===== src/rtl/hyper_xfer_seq.sv =====
// hyper_xfer_seq -- queues HyperBus transfer descriptors and replays the cfg-register
// launch sequence for each one, waiting for the matching EOT event (rev 1.0)
`default_nettype none

module hyper_xfer_seq #(
  parameter int          DEPTH        = 4,
  parameter int          L2_AWIDTH    = 19,
  parameter int          TRANS_SIZE   = 20,
  parameter int          TIMEOUT_W    = 16,
  parameter logic [5:0]  REG_EXT_ADDR = 6'h00,
  parameter logic [5:0]  REG_L2_ADDR  = 6'h04,
  parameter logic [5:0]  REG_SIZE     = 6'h08,
  parameter logic [5:0]  REG_TRIG     = 6'h0C
) (
  input  logic                          sys_clk_i,
  input  logic                          rstn_i,
  input  logic                          desc_valid_i,
  output logic                          desc_ready_o,
  input  logic                          desc_rw_i,
  input  logic [L2_AWIDTH-1:0]          desc_l2_addr_i,
  input  logic [31:0]                   desc_ext_addr_i,
  input  logic [TRANS_SIZE-1:0]         desc_size_i,
  output logic                          cfg_valid_o,
  output logic                          cfg_rwn_o,
  output logic [5:0]                    cfg_addr_o,
  output logic [31:0]                   cfg_data_o,
  input  logic                          cfg_ready_i,
  input  logic [3:0]                    evt_i,
  output logic                          busy_o,
  output logic [$clog2(DEPTH+1)-1:0]    pending_o,
  output logic                          done_o,
  output logic                          err_o
);

  localparam int PW = $clog2(DEPTH);
  localparam int CW = $clog2(DEPTH+1);
  localparam logic [TIMEOUT_W-1:0] CNT_ALL  = '1;
  // Erroring in the cycle whose increment would reach all-ones gives a window
  // of exactly 2^TIMEOUT_W-1 waiting cycles.
  localparam logic [TIMEOUT_W-1:0] CNT_LAST = CNT_ALL - TIMEOUT_W'(1);

  typedef struct packed {
    logic                  rw;
    logic [L2_AWIDTH-1:0]  l2;
    logic [31:0]           ext;
    logic [TRANS_SIZE-1:0] size;
  } desc_t;

  typedef enum logic [2:0] {
    S_IDLE     = 3'd0,
    S_W_EXT    = 3'd1,
    S_W_L2     = 3'd2,
    S_W_SIZE   = 3'd3,
    S_W_TRIG   = 3'd4,
    S_WAIT_EOT = 3'd5,
    S_DONE     = 3'd6
  } state_e;

  state_e                 state_q, state_d;
  desc_t                  mem_q [DEPTH];
  desc_t                  mem_d [DEPTH];
  logic [PW-1:0]          wr_ptr_q, wr_ptr_d;
  logic [PW-1:0]          rd_ptr_q, rd_ptr_d;
  logic [CW-1:0]          count_q, count_d;
  logic                   ready_q, ready_d;
  desc_t                  work_q, work_d;
  logic [TIMEOUT_W-1:0]   cnt_q, cnt_d;
  logic                   push_w;
  logic                   pop_w;
  logic                   match_w;
  logic                   evt_unused_w;

  assign evt_unused_w = ^evt_i[1:0];

  assign push_w  = desc_valid_i & ready_q;
  assign pop_w   = (state_q == S_IDLE) && (count_q != '0);
  assign match_w = work_q.rw ? evt_i[2] : evt_i[3];

  assign desc_ready_o = ready_q;
  assign pending_o    = count_q;
  assign busy_o       = (state_q != S_IDLE);
  assign cfg_rwn_o    = 1'b0;

  always_comb begin
    mem_d    = mem_q;
    wr_ptr_d = wr_ptr_q;
    rd_ptr_d = rd_ptr_q;
    count_d  = count_q;
    if (push_w) begin
      mem_d[wr_ptr_q] = '{rw: desc_rw_i, l2: desc_l2_addr_i,
                          ext: desc_ext_addr_i, size: desc_size_i};
      wr_ptr_d = wr_ptr_q + PW'(1);
    end
    if (pop_w) begin
      rd_ptr_d = rd_ptr_q + PW'(1);
    end
    case ({push_w, pop_w})
      2'b10:   count_d = count_q + CW'(1);
      2'b01:   count_d = count_q - CW'(1);
      default: count_d = count_q;
    endcase
    ready_d = (count_d != CW'(DEPTH));
  end

  always_comb begin
    state_d     = state_q;
    work_d      = work_q;
    cnt_d       = cnt_q;
    cfg_valid_o = 1'b0;
    cfg_addr_o  = 6'h00;
    cfg_data_o  = 32'h0;
    done_o      = 1'b0;
    err_o       = 1'b0;
    case (state_q)
      S_IDLE: begin
        if (pop_w) begin
          work_d  = mem_q[rd_ptr_q];
          state_d = S_W_EXT;
        end
      end
      S_W_EXT: begin
        cfg_valid_o = 1'b1;
        cfg_addr_o  = REG_EXT_ADDR;
        cfg_data_o  = work_q.ext;
        if (cfg_ready_i) state_d = S_W_L2;
      end
      S_W_L2: begin
        cfg_valid_o = 1'b1;
        cfg_addr_o  = REG_L2_ADDR;
        cfg_data_o  = 32'(work_q.l2);
        if (cfg_ready_i) state_d = S_W_SIZE;
      end
      S_W_SIZE: begin
        cfg_valid_o = 1'b1;
        cfg_addr_o  = REG_SIZE;
        cfg_data_o  = 32'(work_q.size);
        if (cfg_ready_i) state_d = S_W_TRIG;
      end
      S_W_TRIG: begin
        cfg_valid_o = 1'b1;
        cfg_addr_o  = REG_TRIG;
        cfg_data_o  = {30'b0, work_q.rw, 1'b1};
        if (cfg_ready_i) begin
          state_d = S_WAIT_EOT;
          cnt_d   = '0;
        end
      end
      S_WAIT_EOT: begin
        // A match in the final waiting cycle still counts as completion.
        if (match_w) begin
          state_d = S_DONE;
        end else if (cnt_q == CNT_LAST) begin
          err_o   = 1'b1;
          state_d = S_IDLE;
        end else begin
          cnt_d = cnt_q + TIMEOUT_W'(1);
        end
      end
      S_DONE: begin
        done_o  = 1'b1;
        state_d = S_IDLE;
      end
      default: state_d = S_IDLE;
    endcase
  end

  always_ff @(posedge sys_clk_i) begin
    if (!rstn_i) begin
      state_q  <= S_IDLE;
      wr_ptr_q <= '0;
      rd_ptr_q <= '0;
      count_q  <= '0;
      ready_q  <= 1'b1;
      work_q   <= '0;
      cnt_q    <= '0;
    end else begin
      state_q  <= state_d;
      wr_ptr_q <= wr_ptr_d;
      rd_ptr_q <= rd_ptr_d;
      count_q  <= count_d;
      ready_q  <= ready_d;
      work_q   <= work_d;
      cnt_q    <= cnt_d;
    end
  end

  // Storage needs no reset: the occupancy count alone decides what is valid.
  always_ff @(posedge sys_clk_i) begin
    mem_q <= mem_d;
  end

endmodule

`default_nettype wire


===== config.mk =====
export PLATFORM = sky130hd
export DESIGN_NAME = hyper_xfer_seq
export DESIGN_NICKNAME = d
export VERILOG_FILES = /design/src/rtl/hyper_xfer_seq.sv
export SDC_FILE = /design/constraint.sdc
export NUM_CORES = 1
export LEC_CHECK = 0
export CORE_MARGIN = 2
export CORE_UTILIZATION = 53
export CTS_BUF_LIST = sky130_fd_sc_hd__clkbuf_8
export DETAILED_ROUTE_END_ITERATION = 8
export PLACE_DENSITY = 0.74
export SLEW_MARGIN = 20
export SYNTH_ARGS = -nofsm -noshare
export SYNTH_HDL_FRONTEND = slang
export SYNTH_SLANG_ARGS = --single-unit

===== constraint.sdc =====
create_clock -name sys_clk_i -period 3.7 [get_ports sys_clk_i]
set_input_delay 1.11 -clock sys_clk_i [delete_from_list [all_inputs] [get_ports sys_clk_i]]
set_output_delay 1.11 -clock sys_clk_i [all_outputs]
set_load 0.05 [all_outputs]

# After elaboration in Yosys (flattened, before gate mapping)
# Cells that the tools add are included.
# word_totals
regBits,387
elab_cells,92
# classes
add_sub_neg,5
order_cmp,3
n_eq_ne,18
muxes,27
n_bitwise,3
n_reduce_logical,10
# ops
operator,count
$bwmux 288,1
$mux 72,3
$bmux 72 s2,1
$demux 72 s2,1
$pmux 32 s4,1
$mux 16,3
$pmux 16 s2,1
$mux 3,7
$pmux 3 s6,1
$add 16x1->16 const B,1
$eq 16x16->1 const B,1
$ne 2x2->1 const B,7
$pmux 4 s3,1
$eq 3x3->1 const B,3
$eq 3x2->1 const B,2
$ge 3x3->1 const B,2
$mux 1,6
$ne 3x3->1 const B,2
$not 2->3,2
$pmux 3 s2,1
$reduce_and 6->1,1
$reduce_bool 3->1,2
$add 2x1->2 const B,2
$reduce_and 4->1,1
other kinds (12),13

# Depth between registers and ports, before layout
# depth
word_depth,6
depth_mapped,12
depth_no_buf,10

# Worst setup path before layout
# No wires, ideal clock.
# synth_path
path_kind,input to output
from,input evt_i[2]
to,output err_o
t_arrival_ns,2.473
required_ns,2.590
setup_slack_ns,0.117
cell_stages,4
n_path_buf,1
path_cell_list,mux2i_2 nand3_1 clkbuf_1 nor2_1
# synth_via
elab_chain_cells,3
# synth_lines
element,line,text
from (decl),28,"input logic [3:0] evt_i,"
$mux 1,77,assign match_w = work_q.rw ? evt_i[2] : evt_i[3];
$mux 1,150,if (match_w) begin
$mux 1,114,case (state_q)
to (decl),32,output logic err_o
# Every way passes these cells.

# Worst setup path after layout
# layout_path
from,register state_q[1]
to,output cfg_data_o[0]
# layout_via
elab_chain_cells,2
word_cells_on_any_way,5
cone_classes,eq/ne: 4; mux: 1
# layout_lines
element,line,text
from (decl),59,"state_e state_q, state_d;"
from (signal assigned),177,state_q <= state_d;
$eq 3x3->1 (tied with other cells),114,
$pmux 32 s4 (*),114,
to (decl),26,"output logic [31:0] cfg_data_o,"
# Every way passes the cells marked *; elsewhere a longest branch is shown, timed or not.

==> impl_metrics.ini <==
[detailed_routing]
ant_nets = 0
viasPerCell = 5.64
routed_wl_mm = 31.5
dr.pass1.iters = 5
first_iter_violations = 690
route.detailed.drc = 0
vias = 8766
wire_per_inst_um = 20.3

[run_status]
status = completed

[global_routing]
grt_pass1_vias = 8732
track_usage_pct = 21.6
grt_start_max_net_pins = 81
grt_antenna_before_repair = 2
overflow = 0
grt_pass1_wl_mm = 48.1

[sta]
slew_headroom_pct = 40.0
finalClockSkew_ps = 22.6
hold_viol_final = 0
rsz0062_at_grt = false
fin_crit_ps = 3510
finalCritPeriodShare_pct = 94.8
hold_slack_ps = 451
fin_tns_setup_ps = 0
drv_slew = 0
worst_slew_pin_slew_ps = 901
fmax_mhz = 285
finalSetupViolCount = 0

[finish]
nets = 1213
nFillCells = 1938
finalNonFillerCells = 1555
fin_util_pct = 65.5
design_area_um2 = 18300
drive_above_1_share_pct = 21.3
area_growth_pct = 21.4

[setup_path]
cp.required_ps = 2590
setup.worst_path.class = flop to output pin
worstSetupEndpointType = output pin
worst-path-max-fanout = 15
startpoint_type = flop
cp.arrival_ps = 2400

[floorplanning]
die_h_um = 172
initial_utilization_pct = 54.0
fp.dieArea_um2 = 29700
num_rows = 61
die_w_um = 172
io_pins = 127
core_um2 = 27900

[clock_tree]
path_clk_slew_ps = 60
cts_tree = done
cts_setup_buffers = 0
root_buffer = clkbuf_8
cts.sinks = 387
htreeDepth = 2
cts_made_buffers = 59
clock_latency_ps = 590
clockBufferDepth = 3

[power]
peakVddDrop_uv = 453
power_density_nw_per_um2 = 698
p_leak_nw = 6.11

[synth]
synth-simple-area-share_pct = 8.16
synth-warning-count = 0
synth_top_family_by_area = multiplexers
syn_area_per_cell_um2 = 15.4
synth_area_leader_cell = edfxtp_1
synth_top_area_share_pct = 57.5
ys_seq_elements = 387
syn_inst = 976
synthAdderAreaFrac_pct = 0.716
synth_area_leaders = edfxtp_1 58%, dfxtp_1 13%, mux4_2 11%
synth-edff-count = 288
async_flop_share_pct = 0
synth_seq_area_share_pct = 70.7
synth-compound-area-share_pct = 5.34
synthMuxAreaShare_pct = 12.4
syn-cell-area_um2 = 15000
synth-xor-area-share_pct = 0.350
synthDistinctLibCells = 52
ys.flop_type = edfxtp_1

[flow_run]
max-cap-violations = 0

[place]
dp.final_hpwl_mm = 19.6
place.detailed.instances = 1442
portBuffers = 119
dpl-instance-area_um2 = 17100
place_congestion = 0.889

[min_path]
hp-class = flop to flop
==> state kept, by name, summed over array words and instances (netlist names) <==
register      flops
wr_ptr_q          2
cnt_q            16
desc_ready_o      1
mem_q           288
work_q           72
pending_o         3
rd_ptr_q          2
state_q           3
==> cells in the mapped netlist (all sizes together), types with 3 or more instances <==
master and instances:
a21oi 98, a22oi 16, and2 14, and3 7, buf 30, clkbuf 34, dfxtp 99, edfxtp 288
ha 7, inv 13, mux2 17, mux2i 5, mux4 72, nand2 154, nand2b 3, nand3 9
nand3b 3, nand4 12, nor2 29, nor3 6, o21ai 6, o31ai 11, or3 4, or4 13
xnor2 3, xor2 3
==> cells by family (layout without fill, tap and decap cells) <==
group,count (synthesis),in the layout
AO/OA/AOI/OAI,141,141
buffers and inverters,77,270
other,1,9
adder cells (fa/ha/maj),8,8
AND/OR/NAND/NOR,262,262
XOR/XNOR,6,6
multiplexers,94,94
flip-flops,387,387
==> cell usage in the layout (no fill, tap or decap), types with 3 or more instances in the layout <==
cell and n:
or3_1 3, clkdlybuf4s50_1 81, clkinv_1 12, xnor2_1 3, o21ai_0 6, xor2_1 3
mux2_2 17, a22oi_1 16, nand3b_1 3, ha_1 7, o31ai_1 11, clkbuf_8 71
nand2_1 153, nand3_1 9, buf_12 41, mux4_2 72, nand4_1 11, nand2b_1 3
and3_4 4, inv_1 32, diode_2 4, edfxtp_1 288, nor3_1 6, a21oi_1 98
and2_1 14, buf_4 26, conb_1 5, mux2i_1 4, or4_1 10, dfxtp_1 97
and3_1 3, nor2_1 28
==> final cells by class <==
| cell class | count | area (um^2) | area share (%) |
|---|---|---|---|
| Clock inverter | 38 | 183 | 1.00 |
| Tap cell | 378 | 473 | 2.59 |
| Multi-Input combinational cell | 516 | 4100 | 22.5 |
| Antenna cell | 4 | 10.0 | 0.0548 |
| Timing Repair Buffer | 148 | 1830 | 10.0 |
| Sequential cell | 387 | 10600 | 58.3 |
| Inverter | 13 | 48.8 | 0.267 |
| Clock buffer | 71 | 977 | 5.35 |
==> critical path, stage by stage (launching register included) <==
cell	delay, ps
dfxtp_1	700
mux2i_1	310
nor2_1	60
a21oi_1	290
o21ai_0	220
buf_12	230
==> per-layer routing <==
layer | share of wire (%) | global-route usage (%)
met1 | 43 | 29.6
met2 | 49 | 35.6
met3 | 6.6 | 4.60
met4 | 1.6 | 5.63
met5 | 0 | 0
==> repair_timing <==
| item | CTS | global route |
|---|---|---|
| gates resized for setup | 0 | 2 |
| hold buffers | 0 | 0 |
| endpoints found under the setup margin | 0 | 1 |
==> path summary, 6_finish.rpt <==
| kind | from | to | slack, ps | cells past startpoint |
|---|---|---|---|---|
| worst max-delay path | state_q[1] | cfg_data_o[0] | 190 | 5 |
| worst min-delay path | work_q[51] | work_q[51] | 450 | 2 |
| worst max register to register | state_q[1] | desc_ready_o | 900 | 11 |
| worst min register to register | work_q[51] | work_q[51] | 450 | 2 |
==> power breakdown <==
part | internal (mW) | total, mW | switching [mW]
logic | 1.51 | 3.54 | 2.03
registers | 5.41 | 5.86 | 0.454
clock network | 1.80 | 3.35 | 1.55
total | 8.71 | 12.7 | 4.03
==> through the flow <==
stage          power [mW]  setup slack [ps]
6_report             12.7               192
5_1_grt              13.3              55.8
4_1_cts              12.9              3.18
3_5_place_dp         9.52               279
3_3_place_gp         9.43               337
2_1_floorplan        8.17               117
Power figures use the tool's default switching activity.
